<file path="config.mk">
export PLATFORM = sky130hd
export DESIGN_NAME = comporta_sequenciador
export DESIGN_NICKNAME = d
export VERILOG_FILES = /design/src/rtl/comporta_sequenciador_pkg.sv /design/src/rtl/comporta_sequenciador_contador_passo.sv /design/src/rtl/comporta_sequenciador.sv
export SDC_FILE = /design/constraint.sdc
export NUM_CORES = 1
export LEC_CHECK = 0
export BUFFER_PORTS_ARGS = -buffer_cell sky130_fd_sc_hd__buf_4
export CORE_MARGIN = 3
export CORE_UTILIZATION = 50
export DETAILED_ROUTE_END_ITERATION = 10
export HOLD_SLACK_MARGIN = 0.1
export PLACE_DENSITY = 0.66
export SLEW_MARGIN = 20
export SYNTH_ARGS = -nofsm -noshare
export SYNTH_HDL_FRONTEND = slang
export SYNTH_SLANG_ARGS = --single-unit
</file>
<file path="constraint.sdc">
create_clock -name clock -period 1.8 [get_ports clock]
set_input_delay 0.18 -clock clock [delete_from_list [all_inputs] [get_ports clock]]
set_output_delay 0.18 -clock clock [all_outputs]
set_load 0.01 [all_outputs]
</file>
<file path="src/rtl/comporta_sequenciador_pkg.sv">
// rtl/comporta_sequenciador_pkg.sv - shared state encoding and timing defaults for the gate servo path
package comporta_sequenciador_pkg;

    typedef enum logic [3:0] {
        REPOUSO  = 4'd0,
        ABRINDO  = 4'd1,
        ABERTA   = 4'd2,
        FECHANDO = 4'd3,
        FIM      = 4'd4
    } estado_t;

    // Shared with the PWM generator and the dispenser FD so all agree on servo timing.
    localparam int POS_W_PADRAO        = 3;
    localparam int POS_MAX_PADRAO      = 7;
    localparam int T_PASSO_PADRAO      = 50_000;
    localparam int T_MAX_ABERTO_PADRAO = 5_000_000;

endpackage

</file>
<file path="src/rtl/comporta_sequenciador_contador_passo.sv">
// rtl/comporta_sequenciador_contador_passo.sv - modulo-N counter with clear/enable and terminal-count tick
module comporta_sequenciador_contador_passo #(
    parameter int N = 4
) (
    input  logic clock,
    input  logic reset,
    input  logic clear,
    input  logic enable,
    output logic tick
);

    localparam int W = (N > 1) ? $clog2(N) : 1;
    localparam logic [W-1:0] ULTIMO = W'(N - 1);
    localparam logic [W-1:0] UM     = W'(1);

    logic [W-1:0] contagem;

    always_ff @(posedge clock or posedge reset) begin
        if (reset) begin
            contagem <= '0;
        end else if (clear) begin
            contagem <= '0;
        end else if (enable) begin
            contagem <= tick ? '0 : contagem + UM;
        end
    end

    // Tick is a plain decode; the caller decides whether it matters in the current state.
    assign tick = (contagem == ULTIMO);

endmodule

</file>
<file path="src/rtl/comporta_sequenciador.sv">
// rtl/comporta_sequenciador.sv - gate servo sequencer: ramp open, hold until weight/timeout, ramp closed
module comporta_sequenciador
    import comporta_sequenciador_pkg::*;
#(
    parameter int POS_W        = POS_W_PADRAO,
    parameter int POS_MAX      = POS_MAX_PADRAO,
    parameter int T_PASSO      = T_PASSO_PADRAO,
    parameter int T_MAX_ABERTO = T_MAX_ABERTO_PADRAO
) (
    input  logic             clock,
    input  logic             reset,
    input  logic             abrir,
    input  logic             peso_atingido,
    input  logic             cancelar,
    output logic [POS_W-1:0] posicao,
    output logic             pronto,
    output logic             aberta,
    output logic             fim,
    output logic             erro_timeout,
    output logic [3:0]       db_estado
);

    localparam logic [POS_W-1:0] POS_TOPO   = POS_W'(POS_MAX);
    localparam logic [POS_W-1:0] POS_PENULT = POS_W'(POS_MAX - 1);
    localparam logic [POS_W-1:0] UM         = POS_W'(1);

    estado_t          estado, estadoProx;
    logic [POS_W-1:0] posicaoReg, posicaoProx;
    logic             erroReg, erroProx;
    logic             limpaPasso, contaPasso, tickPasso;
    logic             limpaAberto, contaAberto, tickAberto;

    comporta_sequenciador_contador_passo #(.N(T_PASSO)) uPasso (
        .clock  (clock),
        .reset  (reset),
        .clear  (limpaPasso),
        .enable (contaPasso),
        .tick   (tickPasso)
    );

    comporta_sequenciador_contador_passo #(.N(T_MAX_ABERTO)) uAberto (
        .clock  (clock),
        .reset  (reset),
        .clear  (limpaAberto),
        .enable (contaAberto),
        .tick   (tickAberto)
    );

    always_ff @(posedge clock or posedge reset) begin
        if (reset) begin
            estado     <= REPOUSO;
            posicaoReg <= '0;
            erroReg    <= 1'b0;
        end else begin
            estado     <= estadoProx;
            posicaoReg <= posicaoProx;
            erroReg    <= erroProx;
        end
    end

    always_comb begin
        estadoProx  = estado;
        posicaoProx = posicaoReg;
        erroProx    = erroReg;
        limpaPasso  = 1'b1;
        contaPasso  = 1'b0;
        limpaAberto = 1'b1;
        contaAberto = 1'b0;
        unique case (estado)
            REPOUSO: begin
                if (abrir) begin
                    erroProx   = 1'b0;
                    estadoProx = peso_atingido ? FIM : ABRINDO;
                end
            end
            ABRINDO: begin
                // Abort beats the step tick so the gate never moves further open.
                if (cancelar || peso_atingido) begin
                    estadoProx = FECHANDO;
                end else begin
                    limpaPasso = 1'b0;
                    contaPasso = 1'b1;
                    if (tickPasso) begin
                        if (posicaoReg < POS_TOPO) posicaoProx = posicaoReg + UM;
                        if (posicaoReg >= POS_PENULT) estadoProx = ABERTA;
                    end
                end
            end
            ABERTA: begin
                limpaAberto = 1'b0;
                contaAberto = 1'b1;
                posicaoProx = POS_TOPO;
                if (peso_atingido || cancelar) begin
                    estadoProx = FECHANDO;
                end else if (tickAberto) begin
                    estadoProx = FECHANDO;
                    erroProx   = 1'b1;
                end
            end
            FECHANDO: begin
                limpaPasso = 1'b0;
                contaPasso = 1'b1;
                if (posicaoReg == '0) begin
                    estadoProx = FIM;
                end else if (tickPasso) begin
                    posicaoProx = posicaoReg - UM;
                    if (posicaoReg == UM) estadoProx = FIM;
                end
            end
            FIM: begin
                estadoProx = REPOUSO;
            end
            default: begin
                estadoProx = REPOUSO;
            end
        endcase
    end

    assign posicao      = posicaoReg;
    assign erro_timeout = erroReg;
    assign pronto       = (estado == REPOUSO);
    assign aberta       = (estado == ABERTA);
    assign fim          = (estado == FIM);
    assign db_estado    = estado;

endmodule

</file>
==> impl_metrics.toml, run 1 <==
[sta]
hold_violations = 0
fmax_mhz = 555
fin_worst_skew_ps = 7.37
setup_viol = 7
drv_slew = 0
tightest_slew_ps = 579
min_period_over_period_pct = 100
slew_headroom_pct = 61.4
rsz0062_at_grt = "yes"
worst_slack_ps = -2.59
period_needed_ps = 1800

[synth]
synth-seq-area-share_pct = 45.3
syn_inst = 261
synth_largest_area_cell = "dfrtp_1"
ys.flop_type = "dfrtp_1"
synth_nets = 273
syn_area_per_cell_um2 = 9.75
synth_edf_count = 0
synth_area_mm2 = 0.00254
synthArstFlopShare_pct = 100
ys_ff_latch = 46
synthTopCellsByArea = "dfrtp_1, nor2_1, xnor2_1"
ys_types = 48
ys_warn_count = 0
yosys.area.top_type_share_pct = 45.3

[cts]
htree_levels = 2
clk_path_buf_depth = 2
cts.reportedPaths.clkPinSlew_ps = 90
cts_tree = "done"
clock_latency_ps = 300
cts_root_buf = "clkbuf_8"
clock-sinks = 46
cts_buffers = 5

[die]
dieArea_mm2 = 0.00598
core_area_mm2 = 0.00482
start_util_pct = 52.8
die_w_um = 77.3
die_h_um = 77.3
rows = 25
ios = 16

[routing]
drc = 0
drt-total-wl_um = 5400
drtIter0Drc = 76
first_pass_iters = 4
viasPerCell = 5.35
drt-wirelength-per-cell_um = 14.4
ant_nets = 0
vias = 2007

[setup_path]
critPathRequiredTime_ps = 1990
end_kind = "flop"
critPathLaunchType = "flop"
crit_type = "reg2reg"
cp_max_fo = 11
arrival_ps = 1990

[grt]
grt.overflow.total = 0
track_usage_pct = 18.7
grt_max_degree = 47
grt_pass1_wl_um = 9050
antenna_found_initial = 0
grt_pass1_vias = 1964

[min_path]
hp-class = "in2reg"

[layout]
n_antenna_cell = 0
layout_commonest_cell = "nor2_1"
layout.cells.non_filler = 375
syn2layout_area_growth_pct = 25.2
drive_gt1_share_pct = 28.2
nets = 319
final_cell_mix = "nor2_1, dfrtp_1, buf_4"

[placement]
io_buffers = 14
place_inst = 355
gp_congestion = 0.819
place_hpwl_um = 3380

[run_status]
violations = "setup timing"
status = "finished with violations"

[power]
p_per_area_mw_per_mm2 = 579
power.total_w = 0.00184
p_leak_nw = 1.38
ir_drop_uv = 568

[flow_run]
cap_viol_max_count = 0
## synth_stat cells, types with 6 or more instances
cell type	n
xor2_1	17
inv_1	8
xnor2_1	18
nand4_1	9
nand3_1	9
and3_1	6
nand2_1	20
nor2_1	48
a21oi_1	6
dfrtp_1	46
ha_1	7
## critical path, stage by stage, from the launching register on
cell     delay (ps)
dfrtp_1         410
nor4b_2         300
nand3_1         200
nor4_4          440
or2b_4          280
nor2_1           70
## per-layer routing
metal  global-route usage [%]  part of all wire (%)  up-vias
met4                     5.69                  0.81        0
met1                     23.8                    45      994
met3                     3.64                   2.0        6
li1                         -                     -      991
met5                        0                     0        -
met2                     32.0                    52       16
## sequential cells by signal, summed over array words and instances, names as in the netlist
register	cells
uAberto.contagem	23
uPasso.contagem	16
db_estado	3
posicao	3
erro_timeout	1
## cells by family after synthesis
logic type               synth area share (%)
adder cells (fa/ha/maj)                  3.44
AND/OR/NAND/NOR                          30.0
multiplexers                            0.394
AO/OA/AOI/OAI                            5.41
buffers and inverters                    3.34
flip-flops                               45.3
XOR/XNOR                                 12.1
other                                   0.147
## per-stage QoR
step	hold WS, ps	util [%]	TNS (ps)	instance area (um^2)	worst slack (ps)
global route	228	66.1	-2060	3180	-116
finish	224	66.1	-6.14	3180	-2.59
global placement	364	58.7	-305	2830	-21.9
CTS	229	62.0	-273	2990	-43.8
floorplan	266	-	0	2540	103
detailed placement	367	58.7	-847	2830	-48.1
## cell type report
| class | instances | area [um^2] |
|---|---|---|
| repair buffers | 44 | 347 |
| multi-input cells | 202 | 1460 |
| flip-flops and latches | 46 | 1150 |
| fillers | 381 | 1630 |
| clock inverters | 2 | 37.5 |
| well taps | 67 | 83.8 |
| clock buffers | 6 | 72.6 |
| inverters | 8 | 30.0 |
## timing repair
action / 4_1_cts / 5_1_grt
hold endpoints to repair: 47 / 0
pin swaps: 1 / 11
endpoints found under the setup margin: 24 / 45
setup buffers: 1 / 7
gates resized for setup: 3 / 28
hold buffers: 2 / 0
gates cloned: 1 / 1
## power breakdown
| part | switching (W) | total (W) | leakage (nW) | internal [W] |
|---|---|---|---|---|
| sequential | 0 | 0.00103 | 0.611 | 0.00103 |
| combinational | 0.0000269 | 0.0000387 | 0.718 | 0.0000118 |
| clock | 0.000359 | 0.000773 | 0.0514 | 0.000415 |
## worst paths after layout
path / start / end / slack, ps / cells after the start
worst max register to register: uAberto.contagem[20] / uAberto.contagem[8] / -3 / 5
min in group asynchronous: reset / uPasso.contagem[5] / 580 / 4
max in group asynchronous: reset / uAberto.contagem[7] / 800 / 4
worst min register to register: erro_timeout / erro_timeout / 550 / 2
worst max-delay path: uAberto.contagem[20] / uAberto.contagem[8] / -3 / 5
worst min-delay path: peso_atingido / db_estado[2] / 220 / 3
No activity file was read; power rests on OpenSTA's default activity.
==> run 2: changes to the inputs <==
- CORE_UTILIZATION: 50 -> 30
- PLACE_DENSITY: 0.66 -> 0.43
- clock period: 1.8 -> 1.7 ns (I/O delays scaled with it)
==> run 2 against run 1 <==
The run still ends with setup timing left. Die area is 61% higher. Clock power is 4.7% lower. Sequential share of layout area is 2.7 points lower. Via count is 1.0% higher. Final area is 8.1% higher. Core utilization is 23 points lower. Clock skew is 7.2 ps higher. Worst hold slack worse by 18 ps. Fmax is 1.7% higher. Critical endpoint is now db_estado[2]. Largest cell class unchanged.
==> impl_metrics.toml, run 2 (same netlist as run 1, synthesis figures left out) <==
[run_status]
status = "finished with violations"
violations = "setup timing"

[sta]
rsz0062_at_grt = "yes"
period_needed_ps = 1770
hold_slack_ps = 206
fin_worst_skew_ps = 14.6
setup_viol = 23
min_period_over_period_pct = 104
drv_slew = 0
hold_violations = 0
fmax_mhz = 564
worst_slack_ps = -72.5
tns_ps = -991

[setup_path]
end_kind = "flop"
r2r-start = "uAberto.contagem[16]"
reg2reg_depth = 6
critPathLaunchType = "flop"
critPathRequiredTime_ps = 1930
crit_type = "reg2reg"
path_cells = "nor4_2 > nand3_1 > nor4_4 > buf_4 > a2bb2oi_2 > nor3b_2"
arrival_ps = 2000
cp_slowest_cell = "dfrtp_1"
max_stage_delay_ps = 420
startpoint = "uAberto.contagem[16]"
cp_max_fo = 5

[cts]
clock_latency_ps = 300
cts_root_buf = "clkbuf_8"
cts_tree = "done"
clock-sinks = 46
cts_buffers = 5
clk_path_buf_depth = 2
cts.reportedPaths.clkPinSlew_ps = 100
htree_levels = 2

[die]
rows = 32
die_h_um = 98.1
ios = 16
dieArea_mm2 = 0.00962
die_w_um = 98.1
start_util_pct = 31.9
core_area_mm2 = 0.00797

[power]
p_per_area_mw_per_mm2 = 545
clockPowerShare_pct = 39.3
ir_drop_uv = 392
p_comb_share_pct = 2.5
p_switching_w = 0.000430
switching_share_pct = 22.9
p_int_w = 0.00145
p_leak_nw = 1.52
power.share.sequential_pct = 58.2

[grt]
track_usage_pct = 12.5
grt.overflow.total = 0
antenna_found_initial = 0
grt_pass1_wl_um = 9980
grt_pass1_vias = 2108
grt_max_degree = 27

[routing]
drtIter0Drc = 62
vias = 2027
viasPerCell = 4.62
first_pass_iters = 4
drt-wirelength-per-cell_um = 13.4
drt-total-wl_um = 5890
ant_nets = 0
drc = 0

[placement]
io_buffers = 14
gp_congestion = 0.774
post-place-ws_ps = -142
place_hpwl_um = 3990

[layout]
finish.utilization_pct = 43.2
final_cell_mix = "buf_4, dfrtp_1, nor2_1"
layout_commonest_cell = "buf_4"
n_fill_cell = 784
largest_reg_flops = 23
syn2layout_area_growth_pct = 35.4
largest_register = "uAberto.contagem"
drive_gt1_share_pct = 35.6
nets = 348
n_antenna_cell = 0
largest_registers = "uAberto.contagem (23), uPasso.contagem (16)"
final-seq-area_mm2 = 0.00115
multi_input_area_mm2 = 0.00146

[min_path]
whs_path_depth = 3
hp-class = "in2reg"
hp-start = "peso_atingido"

[flow_run]
cap_viol_max_count = 0
==> run 2: power by group through the flow <==
| stage | Combinational (W) | Clock (W) | Sequential (W) |
|---|---|---|---|
| global placement | 0.0000451 | 0 | 0.00111 |
| global route | 0.0000540 | 0.000802 | 0.00109 |
| finish | 0.0000465 | 0.000737 | 0.00109 |
| floorplan | 0.0000225 | 0 | 0.00111 |
| CTS | 0.0000500 | 0.000768 | 0.00109 |
| detailed placement | 0.0000457 | 0 | 0.00111 |
==> run 2: worst paths after layout <==
path,end,slack (ps)
min reg2reg,uPasso.contagem[0],540
max,db_estado[2],-70
max reg2reg,db_estado[2],-70
min in group asynchronous,uPasso.contagem[6],440
max in group asynchronous,uAberto.contagem[7],750
min,db_estado[0],210
==> run 2: layer usage <==
metal / GRT usage (%) / up-vias / wire length [um]
li1: - / 1048 / -
met1: 16.1 / 965 / 2770
met2: 21.7 / 7 / 2980
met3: 2.36 / 7 / 86
met4: 3.19 / 0 / 58
met5: 0 / - / 0
==> run 2: cell type report <==
type,count,share of cell area (%)
Timing Repair Buffer,73,16.9
Clock buffer,7,2.51
Sequential cell,46,33.5
Multi-Input combinational cell,202,42.3
Tap cell,102,3.71
Inverter,8,0.872
Clock inverter,1,0.254
==> run 2: critical path: cells and delay by family, from the launching register on <==
| kind | cells | cell delay, ps |
|---|---|---|
| and+or+nand+nor | 4 | 950 |
| DFF | 1 | 420 |
| buffers and inverters | 1 | 180 |
| AOI/OAI and AO/OA | 1 | 150 |
==> run 2: through the flow <==
step,std cells,area [um^2],power [W]
after floorplan,261,2540,0.00114
after global placement,419,3110,0.00116
after detailed placement,419,3110,0.00116
after CTS,433,3320,0.00191
after global routing,439,3440,0.00195
final,439,3440,0.00188
==> run 2: what timing repair did <==
item,4_1_cts,5_1_grt
pin swaps,13,14
hold buffers,2,0
gates resized for setup,14,17
endpoints found under the hold margin,21,0
gates cloned,1,1
endpoints found under the setup margin,28,31
buffers inserted,4,5
